$ cat config.mk
export PLATFORM = sky130hd
export DESIGN_NAME = multiplier_taint_track_bitwise_flat
export DESIGN_NICKNAME = d
export VERILOG_FILES = /design/src/rtl/multiplier_taint_track_bitwise_pkg.sv /design/src/rtl/multiplier_taint_track_bitwise_if.sv /design/src/rtl/multiplier_taint_track_bitwise_taint_adder.sv /design/src/rtl/multiplier_taint_track_bitwise.sv /design/src/flat_wrapper.sv
export SDC_FILE = /design/constraint.sdc
export NUM_CORES = 1
export LEC_CHECK = 0
export ABC_AREA = 1
export BUFFER_PORTS_ARGS = -buffer_cell sky130_fd_sc_hd__buf_2
export CAP_MARGIN = 10
export CELL_PAD_IN_SITES_DETAIL_PLACEMENT = 1
export CELL_PAD_IN_SITES_GLOBAL_PLACEMENT = 1
export CORE_ASPECT_RATIO = 0.5
export CORE_UTILIZATION = 39
export DETAILED_ROUTE_END_ITERATION = 10
export GPL_ROUTABILITY_DRIVEN = 0
export GPL_TIMING_DRIVEN = 0
export HOLD_SLACK_MARGIN = 0.06
export PLACE_DENSITY_LB_ADDON = 0.3
export REMOVE_ABC_BUFFERS = 1
export SYNTH_ARGS = -nofsm -noshare
export SYNTH_HDL_FRONTEND = slang
export SYNTH_SLANG_ARGS = --single-unit
$ cat constraint.sdc
create_clock -name clk -period 2 [get_ports clk]
set_input_delay 0.4 -clock clk [delete_from_list [all_inputs] [get_ports clk]]
set_output_delay 0.4 -clock clk [all_outputs]
set_load 0.01 [all_outputs]
$ cat src/rtl/multiplier_taint_track_bitwise_pkg.sv
// Shared types and helpers for the constant-time taint-tracking multiplier.
// Holds the FSM state enum, the counter sizing function and the prefix-OR taint rule.
package mult_pkg;

  typedef enum logic {
    IDLE = 1'b0,
    RUN  = 1'b1
  } state_t;

  // Widest taint vector the prefix-OR helper accepts (2*NUM_BITS must fit).
  localparam int TAINT_MAX_W = 64;

  function automatic int cnt_width(input int n);
    return (n < 2) ? 1 : $clog2(n);
  endfunction

  // Bit i of a sum is tainted if any addend bit at or below i is tainted,
  // since a carry can ripple from any lower position.
  function automatic logic prefix_or_bit(input logic [TAINT_MAX_W-1:0] v, input int i);
    logic r;
    r = 1'b0;
    for (int j = 0; j < TAINT_MAX_W; j++) begin
      if (j <= i) r = r | v[j];
    end
    return r;
  endfunction

endpackage

$ cat src/rtl/multiplier_taint_track_bitwise_if.sv
// Operand/result bundle for the multiplier; taint signals exist only with MULT_TAINT_TRACK_EN.
// master drives operands and start, slave returns product and done.
interface multiplier_taint_track_bitwise_if #(
  parameter int NUM_BITS = 7
);
  logic                    start;
  logic [NUM_BITS-1:0]     multiplier;
  logic [NUM_BITS-1:0]     multiplicand;
  logic [2*NUM_BITS-1:0]   product;
  logic                    done;
`ifdef MULT_TAINT_TRACK_EN
  logic [NUM_BITS-1:0]     multiplier_taint;
  logic [NUM_BITS-1:0]     multiplicand_taint;
  logic [2*NUM_BITS-1:0]   product_taint;

  modport master (
    output start, multiplier, multiplicand, multiplier_taint, multiplicand_taint,
    input  product, done, product_taint
  );
  modport slave (
    input  start, multiplier, multiplicand, multiplier_taint, multiplicand_taint,
    output product, done, product_taint
  );
`else
  modport master (
    output start, multiplier, multiplicand,
    input  product, done
  );
  modport slave (
    input  start, multiplier, multiplicand,
    output product, done
  );
`endif
endinterface

$ cat src/rtl/multiplier_taint_track_bitwise_taint_adder.sv
// Conservative taint of a sum: output bit i is the OR of both addend taints over bits 0..i.
// Purely combinational, no handshake.
module mult_taint_adder
  import mult_pkg::*;
#(
  parameter int W = 14
) (
  input  logic [W-1:0] a_t,
  input  logic [W-1:0] b_t,
  output logic [W-1:0] sum_t
);

  logic [TAINT_MAX_W-1:0] ab_t;

  assign ab_t = TAINT_MAX_W'(a_t | b_t);

  for (genvar i = 0; i < W; i++) begin : g_bit
    assign sum_t[i] = prefix_or_bit(ab_t, i);
  end

endmodule

$ cat src/rtl/multiplier_taint_track_bitwise.sv
// Constant-time shift-and-add multiplier: done pulses NUM_BITS cycles after the start edge;
// no backpressure, start is ignored while running. Taint shadow enabled by MULT_TAINT_TRACK_EN.
module multiplier_taint_track_bitwise
  import mult_pkg::*;
#(
  parameter int NUM_BITS = 7
) (
  input  logic                             clk,
  input  logic                             rst,
  multiplier_taint_track_bitwise_if.slave  bus
);

  localparam int PW = 2 * NUM_BITS;
  localparam int CW = cnt_width(NUM_BITS);
  localparam logic [CW-1:0] LAST = CW'(NUM_BITS - 1);

  state_t              state, state_nxt;
  logic [PW-1:0]       mcand_r;
  logic [NUM_BITS-1:0] mplier_r;
  logic [PW-1:0]       acc;
  logic [PW-1:0]       acc_nxt;
  logic [PW-1:0]       pp;
  logic [CW-1:0]       cnt;
  logic [PW-1:0]       product_r;
  logic                done_r;

  // Masked partial product keeps every iteration on the same path.
  assign pp      = mcand_r & {PW{mplier_r[0]}};
  assign acc_nxt = acc + pp;

  always_ff @(posedge clk or negedge rst) begin
    if (!rst) state <= IDLE;
    else      state <= state_nxt;
  end

  always_comb begin
    state_nxt = state;
    case (state)
      IDLE:    if (bus.start) state_nxt = RUN;
      RUN:     if (cnt == LAST) state_nxt = IDLE;
      default: state_nxt = IDLE;
    endcase
  end

  always_ff @(posedge clk or negedge rst) begin
    if (!rst) begin
      mcand_r   <= '0;
      mplier_r  <= '0;
      acc       <= '0;
      cnt       <= '0;
      product_r <= '0;
      done_r    <= 1'b0;
    end else begin
      done_r <= 1'b0;
      if (state == IDLE) begin
        if (bus.start) begin
          mcand_r  <= PW'(bus.multiplicand);
          mplier_r <= bus.multiplier;
          acc      <= '0;
          cnt      <= '0;
        end
      end else begin
        acc      <= acc_nxt;
        mcand_r  <= mcand_r << 1;
        mplier_r <= mplier_r >> 1;
        cnt      <= cnt + CW'(1);
        if (cnt == LAST) begin
          product_r <= acc_nxt;
          done_r    <= 1'b1;
        end
      end
    end
  end

  assign bus.product = product_r;
  assign bus.done    = done_r;

`ifdef MULT_TAINT_TRACK_EN
  logic [PW-1:0]       mcand_t;
  logic [PW-1:0]       win;
  logic [NUM_BITS-1:0] mplier_t;
  logic [PW-1:0]       acc_t;
  logic [PW-1:0]       acc_t_nxt;
  logic [PW-1:0]       pp_t;
  logic [PW-1:0]       product_t;

  // win tracks where the shifted multiplicand sits; zeros shifted in are
  // constants, so a tainted multiplier bit only taints that window.
  assign pp_t = mcand_t | ({PW{mplier_t[0]}} & win);

  mult_taint_adder #(.W(PW)) u_taint_add (
    .a_t   (acc_t),
    .b_t   (pp_t),
    .sum_t (acc_t_nxt)
  );

  always_ff @(posedge clk or negedge rst) begin
    if (!rst) begin
      mcand_t   <= '0;
      win       <= '0;
      mplier_t  <= '0;
      acc_t     <= '0;
      product_t <= '0;
    end else if (state == IDLE) begin
      if (bus.start) begin
        mcand_t  <= PW'(bus.multiplicand_taint);
        win      <= PW'({NUM_BITS{1'b1}});
        mplier_t <= bus.multiplier_taint;
        acc_t    <= '0;
      end
    end else begin
      acc_t    <= acc_t_nxt;
      mcand_t  <= mcand_t << 1;
      win      <= win << 1;
      mplier_t <= mplier_t >> 1;
      if (cnt == LAST) product_t <= acc_t_nxt;
    end
  end

  assign bus.product_taint = product_t;
`else
  // Plain build: no shadow datapath, the value path above is the whole design.
`endif

endmodule

$ cat src/flat_wrapper.sv
// flat-port wrapper written by rule: the top's interface ports become plain ports
module multiplier_taint_track_bitwise_flat import mult_pkg::*;
#(
  parameter int NUM_BITS = 7
)
  (clk, rst, bus_start, bus_multiplier, bus_multiplicand, bus_product, bus_done);
  multiplier_taint_track_bitwise_if #(.NUM_BITS(NUM_BITS)) bus_i ();
  input  logic clk;
  input  logic rst;
  input wire logic [$bits(bus_i.start)-1:0] bus_start;
  input wire logic [$bits(bus_i.multiplier)-1:0] bus_multiplier;
  input wire logic [$bits(bus_i.multiplicand)-1:0] bus_multiplicand;
  output wire logic [$bits(bus_i.product)-1:0] bus_product;
  output wire logic [$bits(bus_i.done)-1:0] bus_done;
  assign bus_i.start = bus_start;
  assign bus_i.multiplier = bus_multiplier;
  assign bus_i.multiplicand = bus_multiplicand;
  assign bus_product = bus_i.product;
  assign bus_done = bus_i.done;
  multiplier_taint_track_bitwise #(.NUM_BITS(NUM_BITS)) u_core (.clk(clk), .rst(rst), .bus(bus_i));
endmodule
==> run metrics <==
status finished, violations left; failing checks DRC; DP Wirelength 5340 µm; Crit path arrival time 2110 ps; RSZ-0062 raised after global routing true; Hold Fails Final Rpt 0; IO Pins 32; sequential share of power 39.0%; Crit Path Max Fanout 7; filler cell count 906; Logic pwr share 40.2%; crit path kind flip-flop to flip-flop; P_leak 1.92 nW; Cell Pwr Density 1350 nW/µm²; pre-CTS setup slack -496 ps; register area share after synthesis 45.4%; biggest area consumer among synthesized cells dfrtp_1; final wirelength 8340 µm; overall power 4.92 mW; DIE WIDTH 126 µm; Final Cycle Share 96.1%; Worst-path clk slew 70 ps; initial DRC count 149; ANT nets after route 0; Avg WL per Cell 16.2 µm; DRC Markers 3; die area 8010 µm²; Synth Warn # 0; gr ovfl total 0; CP endpoint kind flip-flop; final-report setup violation count 0; share of cells above drive strength 1 21.7%; Clock power frac 20.7%; cell internal pwr 2.91 mW; Worst Skew 5.58 ps; DR pass1 iterations 7; GR Util All Layers 21.5%; Root Driver clkbuf_16; row count 22; Area growth, synth to finish 22.1%; Via Count 2699; ranking of synthesized cells by area dfrtp_1 45%, nand2_1 17%, inv_1 7.7%, ha_1 6.3%, nand3_1 6.1%; Yosys reg bits 54; Sw Ratio 40.9%; number of diodes 0; area of the core 7350 µm²; min Tclk post-route 1920 ps; largest net degree at the start of global routing 55; initial antenna violation count 0; Final #Nets 451; number of global-route vias before repair 2815; Worst EP required 2180 ps; Slew @ Worst Pin 757 ps; H-tree Lvls 2; f_max 520 MHz; IO buf count 31; worst rel slew slack 49.4%; clk_lat worst skew 300 ps; TritonCTS Buffers 5; initial core utilization 40.5%; CTS max path bufs 2; die height 63.8 µm; CTS tree done; Final Worst Setup Slack 77.4 ps; Sink Count 54; switching pwr 2.01 mW; vias per cell 5.24; Synth top area share 45.4%; Cell Area, Synth 2980 µm²; launching element type of the critical path flip-flop; Max Slew Vio Count 0; Hold Crit Class primary input to async pin; Syn Area/Cell 7.69 µm²; Distinct cells, synth 27; Max Cap Viol 0; global-route wire length before repair 13400 µm; Peak VDD IR 0.000600 V; Gate Count Post-Synth 387
[worst max-delay path: stages, from the launching register on]
cell,delay [ps]
dfrtp_2,470
nand2_2,90
inv_2,40
ha_4,160
fa_2,360
nand3_2,110
nand2_4,70
nand2_2,60
nand2_2,50
or2_1,240
nand3_1,80
nand2_1,70
[sequential cells by signal, summed over array words and instances (netlist names)]
| register | count |
|---|---|
| u_core.acc | 14 |
| u_core.bus.done | 1 |
| u_core.bus.product | 14 |
| u_core.cnt | 3 |
| u_core.mcand_r | 14 |
| u_core.mplier_r | 7 |
| u_core.state | 1 |
[metal layers]
metal  up-vias  global-route usage, %  part of all wire [%]
li1       1294                      -                     -
met1      1345                   26.8                    47
met2        44                   37.8                    48
met3        16                   4.61                   3.0
met4         0                   6.25                   1.8
met5         -                      0                     0
[worst paths after layout]
path	slack [ps]	startpoint	end	cells after the start
max in group asynchronous	1330	rst	u_core.mplier_r[0]$_DFFE_PN0P_	1
hold reg to reg	480	u_core.bus.product[11]$_DFFE_PN0P_	u_core.bus.product[11]$_DFFE_PN0P_	2
hold / removal	150	rst	u_core.bus.product[13]$_DFFE_PN0P_	1
min in group clk	330	bus_multiplicand[0]	u_core.mcand_r[0]$_DFFE_PN0P_	3
setup reg to reg	80	u_core.mplier_r[0]$_DFFE_PN0P_	u_core.bus.product[6]$_DFFE_PN0P_	11
setup / recovery	80	u_core.mplier_r[0]$_DFFE_PN0P_	u_core.bus.product[6]$_DFFE_PN0P_	11
[power groups by stage]
stage	clock [mW]	sequential (mW)	combinational, mW
floorplan	0	1.85	1.13
global placement	0	1.86	1.60
detailed placement	0	1.89	1.70
CTS	1.04	1.88	1.81
global route	1.08	1.98	2.22
finish	1.02	1.92	1.98
[stage by stage]
step | util [%] | instance area [µm²] | setup TNS [ps] | std cells | hold WS [ps]
after CTS | 46.9 | 3450 | 0 | 514 | 334
after floorplan | - | 2920 | 0 | 375 | 104
final | 49.5 | 3630 | 0 | 515 | 154
after global routing | 49.5 | 3630 | -190 | 515 | 216
after detailed placement | 43.5 | 3200 | -6830 | 502 | 461
after global placement | 43.5 | 3200 | -5330 | 502 | 457
[cell usage in the layout, fill, tap and decap left out, types with 6 or more instances in the layout]
master   instances
inv_2            6
nand3_1         30
ha_4            10
inv_1           58
buf_2           30
nand3_2          6
nor2_2           6
o22ai_1          7
nor2_1           8
o21ai_0         17
nand2_1        123
dfrtp_1         52
nand2_2          9
[area by class of cell]
| class | count | area (µm²) | area share [%] |
|---|---|---|---|
| clock buffer | 5 | 125 | 3.44 |
| clock inverter | 3 | 43.8 | 1.20 |
| inverter | 64 | 240 | 6.61 |
| multi-input combinational | 258 | 1560 | 42.9 |
| sequential | 54 | 1350 | 37.2 |
| tap | 96 | 120 | 3.30 |
| timing repair buffer | 35 | 191 | 5.27 |
[cells in the mapped netlist (all sizes together)]
| library cell | n |
|---|---|
| o21ai | 19 |
| buf | 8 |
| nand3b | 1 |
| or2 | 1 |
| a22o | 1 |
| inv | 64 |
| xor2 | 3 |
| ha | 15 |
| a22oi | 4 |
| fa | 1 |
| xnor2 | 5 |
| o211ai | 2 |
| nand2 | 133 |
| o22ai | 7 |
| clkbuf | 4 |
| a21oi | 6 |
| dfrtp | 54 |
| nand4 | 3 |
| nor2 | 14 |
| nand3 | 37 |
| o221ai | 5 |
[cell families after synthesis]
| group | synth area share, % |
|---|---|
| AO/OA/AOI/OAI | 8.95 |
| XOR/XNOR | 2.35 |
| adder cells (fa/ha/maj) | 6.97 |
| buffers and inverters | 10.0 |
| flip-flops | 45.4 |
| AND/OR/NAND/NOR | 26.3 |
[repair_timing]
item | 4_1_cts | 5_1_grt
endpoints found under the setup margin | 27 | 22
cloned | 1 | 0
endpoints found under the hold margin | 0 | 0
hold buffers | 0 | 0
setup buffers | 3 | 1
pin swaps | 2 | 9
resized for setup | 10 | 36
No activity file was read; power rests on OpenSTA's default activity.
